### config.mk
export PLATFORM = sky130hd
export DESIGN_NAME = seq_mul_8x8
export DESIGN_NICKNAME = d
export VERILOG_FILES = /design/src/rtl/seq_mul_8x8_pkg.sv /design/src/rtl/CLA_16bit.sv /design/src/rtl/seq_mul_8x8.sv
export SDC_FILE = /design/constraint.sdc
export NUM_CORES = 1
export LEC_CHECK = 0
export BUFFER_PORTS_ARGS = -buffer_cell sky130_fd_sc_hd__buf_2
export CAP_MARGIN = 20
export CORE_ASPECT_RATIO = 1.4
export CORE_MARGIN = 1.5
export CORE_UTILIZATION = 40
export CTS_BUF_LIST = sky130_fd_sc_hd__clkbuf_16
export DETAILED_ROUTE_END_ITERATION = 10
export REMOVE_ABC_BUFFERS = 1
export SLEW_MARGIN = 25
export SYNTH_ARGS = -nofsm -noshare
export SYNTH_HDL_FRONTEND = slang
export SYNTH_HIERARCHICAL = 1
export SYNTH_SLANG_ARGS = --single-unit
### constraint.sdc
create_clock -name clk -period 2.95 [get_ports clk]
set_input_delay 0.295 -clock clk [delete_from_list [all_inputs] [get_ports clk]]
set_output_delay 0.295 -clock clk [all_outputs]
set_load 0.1 [all_outputs]
### src/rtl/seq_mul_8x8_pkg.sv
// Shared encodings and constants for the 8x8 sequential shift-add multiplier.
package seq_mul_8x8_pkg;

  localparam int OP_W   = 8;
  localparam int PROD_W = 16;
  localparam int ITER   = 8;

  // Counter value on which the final add/shift happens and RUN hands off to DONE.
  localparam logic [2:0] CNT_LAST = 3'(ITER - 1);

  typedef enum logic [1:0] {
    IDLE = 2'd0,
    RUN  = 2'd1,
    DONE = 2'd2
  } state_e;

endpackage

### src/rtl/CLA_16bit.sv
// 16-bit carry-lookahead adder: four 4-bit lookahead groups joined by a
// second-level group lookahead unit, so no carry ripples across groups.
module CLA_16bit (
  input  logic [15:0] in_a,
  input  logic [15:0] in_b,
  input  logic        cin,
  output logic [15:0] sum,
  output logic        cout
);

  logic [15:0] g, p, c;
  logic [3:0]  gg, pg;
  logic [4:0]  cblk;

  assign g = in_a & in_b;
  assign p = in_a ^ in_b;

  // Per-group generate/propagate and in-group carries from the group carry-in.
  for (genvar j = 0; j < 4; j++) begin : g_grp
    localparam int B = 4 * j;
    assign gg[j] = g[B+3] | (p[B+3] & g[B+2]) | (p[B+3] & p[B+2] & g[B+1])
                 | (p[B+3] & p[B+2] & p[B+1] & g[B]);
    assign pg[j] = &p[B+3:B];
    assign c[B]   = cblk[j];
    assign c[B+1] = g[B] | (p[B] & cblk[j]);
    assign c[B+2] = g[B+1] | (p[B+1] & g[B]) | (p[B+1] & p[B] & cblk[j]);
    assign c[B+3] = g[B+2] | (p[B+2] & g[B+1]) | (p[B+2] & p[B+1] & g[B])
                  | (p[B+2] & p[B+1] & p[B] & cblk[j]);
  end

  // Second-level lookahead: group carry-ins straight from cin and group G/P.
  assign cblk[0] = cin;
  assign cblk[1] = gg[0] | (pg[0] & cin);
  assign cblk[2] = gg[1] | (pg[1] & gg[0]) | (pg[1] & pg[0] & cin);
  assign cblk[3] = gg[2] | (pg[2] & gg[1]) | (pg[2] & pg[1] & gg[0])
                 | (pg[2] & pg[1] & pg[0] & cin);
  assign cblk[4] = gg[3] | (pg[3] & gg[2]) | (pg[3] & pg[2] & gg[1])
                 | (pg[3] & pg[2] & pg[1] & gg[0]) | (pg[3] & pg[2] & pg[1] & pg[0] & cin);

  assign sum  = p ^ c;
  assign cout = cblk[4];

endmodule

### src/rtl/seq_mul_8x8.sv
// 8x8 unsigned shift-add multiplier: IDLE -> RUN (8 fixed iterations) -> DONE.
// Product is read straight off the accumulator and holds until the next start.
module seq_mul_8x8
  import seq_mul_8x8_pkg::*;
(
  input  logic                clk,
  input  logic                rst,
  input  logic                start,
  input  logic [OP_W-1:0]     a,
  input  logic [OP_W-1:0]     b,
  output logic                busy,
  output logic                done,
  output logic [PROD_W-1:0]   product
);

  state_e              state_q, state_d;
  logic [PROD_W-1:0]   acc_q, acc_d;
  logic [PROD_W-1:0]   mcand_q, mcand_d;
  logic [OP_W-1:0]     mplier_q, mplier_d;
  logic [2:0]          cnt_q, cnt_d;
  logic [PROD_W-1:0]   sum;
  logic                cout_unused;

  // Accumulate step: acc + shifted multiplicand, carry-out can never be set.
  CLA_16bit u_add (
    .in_a (acc_q),
    .in_b (mcand_q),
    .cin  (1'b0),
    .sum  (sum),
    .cout (cout_unused)
  );

  // State and datapath registers; reset aborts any operation in flight.
  always_ff @(posedge clk or posedge rst) begin
    if (rst) begin
      state_q  <= IDLE;
      acc_q    <= '0;
      mcand_q  <= '0;
      mplier_q <= '0;
      cnt_q    <= '0;
    end else begin
      state_q  <= state_d;
      acc_q    <= acc_d;
      mcand_q  <= mcand_d;
      mplier_q <= mplier_d;
      cnt_q    <= cnt_d;
    end
  end

  // Next state and datapath update; RUN always takes ITER cycles, no early exit.
  always_comb begin
    state_d  = state_q;
    acc_d    = acc_q;
    mcand_d  = mcand_q;
    mplier_d = mplier_q;
    cnt_d    = cnt_q;
    case (state_q)
      IDLE: begin
        if (start) begin
          state_d  = RUN;
          mcand_d  = {8'h00, a};
          mplier_d = b;
          acc_d    = '0;
          cnt_d    = '0;
        end
      end
      RUN: begin
        if (mplier_q[0]) acc_d = sum;
        mcand_d  = mcand_q << 1;
        mplier_d = mplier_q >> 1;
        cnt_d    = cnt_q + 3'd1;
        if (cnt_q == CNT_LAST) state_d = DONE;
      end
      DONE:    state_d = IDLE;
      default: state_d = IDLE;
    endcase
  end

  // Status decoded from the state register only, so no input-to-output path.
  assign busy    = (state_q == RUN);
  assign done    = (state_q == DONE);
  assign product = acc_q;

endmodule

==> flow_metrics.env <==
export IMPL_outcome="finished clean"
export IMPL_critPathMaxFanout=5
export IMPL_pre_cts_slack_ns=0.389
export IMPL_yosys_warnings=6
export IMPL_drive_gt1_share_pct=17.1
export IMPL_area_growth_pct=13.5
export IMPL_antenna_found_initial=0
export IMPL_fin_crit_sh_pct=87.2
export IMPL_num_fill_cells=644
export IMPL_grt_use_total_pct=17.7
export IMPL_cts_resized=0
export IMPL_drt_iter0_drc=54
export IMPL_synth_avg_cell_area_um2=9.67
export IMPL_netlist_instances=283
export IMPL_cts_tree="done"
export IMPL_nets=356
export IMPL_critical_path_required_ns=3.13
export IMPL_hold_violations=0
export IMPL_start_util_pct=41.4
export IMPL_die_w_um=72.9
export IMPL_grt_max_degree=46
export IMPL_vias_per_cell=5.39
export IMPL_num_rows=35
export IMPL_postCtsHoldBufs=0
export IMPL_wirelength_um=5900
export IMPL_hold_path_class="in2async"
export IMPL_drv_cap=0
export IMPL_relSlewSlack_pct=47.7
export IMPL_arrival_ns=2.75
export IMPL_grt_first_pass_wirelength_um=10300
export IMPL_clockBufferDepth=2
export IMPL_numCtsBuffers=5
export IMPL_dp_hpwl_um=4030
export IMPL_crit_type="reg2reg"
export IMPL_num_vias=2199
export IMPL_overflow=0
export IMPL_root_buffer="clkbuf_16"
export IMPL_drv_slew=0
export IMPL_rsz0062_at_grt="false"
export IMPL_die_h_um=101
export IMPL_clk_pin_slew_ns=0.07
export IMPL_final_cells=408
export IMPL_clock_latency_ns=0.28
export IMPL_tightestPinTransition_ns=0.784
export IMPL_cts_setup_buffers=0
export IMPL_dpl_cell_area_mm2=0.00296
export IMPL_die_area_mm2=0.00736
export IMPL_design_area_mm2=0.00311
export IMPL_gp_congestion=0.796
export IMPL_antennaDiodeCount=0
export IMPL_drtPass1Iterations=4
export IMPL_worst_slack_ns=0.378
export IMPL_coreArea_mm2=0.00661
export IMPL_detail_route_wl_per_cell_um=14.5
export IMPL_fmax_mhz=389
export IMPL_cts_htree_levels=2
export IMPL_netlist_area_mm2=0.00274
export IMPL_endpoint_kind="register"
export IMPL_pin_count=37
export IMPL_fin_skew_ns=0.00593
export IMPL_io_buffers=36
export IMPL_drc=0
export IMPL_finalSetupViolCount=0
export IMPL_grt_pass1_vias=2245
export IMPL_cts_sinks=45
export IMPL_fin_crit_ns=2.57
export IMPL_dp_cells=400
export IMPL_ant_nets=0
export IMPL_worstSetupStartpointType="register"
## worst max-delay path, stage by stage (launching register included)
cell and delay, ns:
dfrtp_1 0.41, ha_1 0.38, a21o_1 0.19, a31oi_1 0.14, a21bo_2 0.28, a21o_1 0.22
fa_1 0.38, xor2_1 0.16, inv_1 0.05, o311ai_1 0.24
## cells in the final DEF (no fill, tap or decap), types with 2 or more instances in the layout
master and instances:
ha_1 18, o22a_1 4, o21ai_0 6, inv_1 27, o311ai_0 4, fa_1 4
xnor2_1 5, o311ai_1 12, nand2b_1 5, nor2_1 9, clkbuf_16 5, nor2b_1 5
a211oi_1 2, buf_4 3, conb_1 3, and2_1 2, clkinvlp_4 2, dfrtp_1 45
nor3_1 16, a221o_1 2, a22o_1 10, xor2_1 5, nand2_1 37, o21ai_1 3
nor3b_1 4, a21oi_1 9, a21o_1 11, buf_2 36
## per-stage QoR
step	hold slack [ns]	setup TNS (ns)	util (%)
after floorplan	0.431	-0.110	-
after global routing	0.194	0	47.0
after CTS	0.262	0	47.0
after global placement	0.490	0	44.8
after detailed placement	0.504	0	44.8
final	0.121	0	47.0
## sequential cells by signal, indices dropped and copies added (netlist names)
name	flops
mplier_q	8
cnt_q	3
mcand_q	16
state_q	2
product	16
## layer usage
metal / share of wire [%] / GRT usage [%]
met1: 45 / 22.0
met4: 1.5 / 6.24
met3: 3.6 / 3.10
met2: 50 / 30.6
met5: 0 / 0
## final timing paths
path,from,endpoint,slack (ns),cells past startpoint
setup / recovery,product[5],product[13],0.38,9
hold / removal,rst,state_q[1],0.12,2
setup reg to reg,product[5],product[13],0.38,9
hold reg to reg,mplier_q[4],mplier_q[4],0.51,1
max in group asynchronous,rst,mcand_q[1],2.34,2
min in group clk,a[0],mcand_q[0],0.26,2
## layout make-up
class,count,area (um2),area share [%]
clock buffer,5,125,4.03
clock inverter,3,18.8,0.604
inverter,28,106,3.42
multi-input combinational,196,1410,45.5
sequential,45,1130,36.2
tap,92,115,3.70
timing repair buffer,39,203,6.52
Power is left out: the tool's default activity adds up to more than one toggle a clock period on the data nets, which glitch-free logic cannot reach.
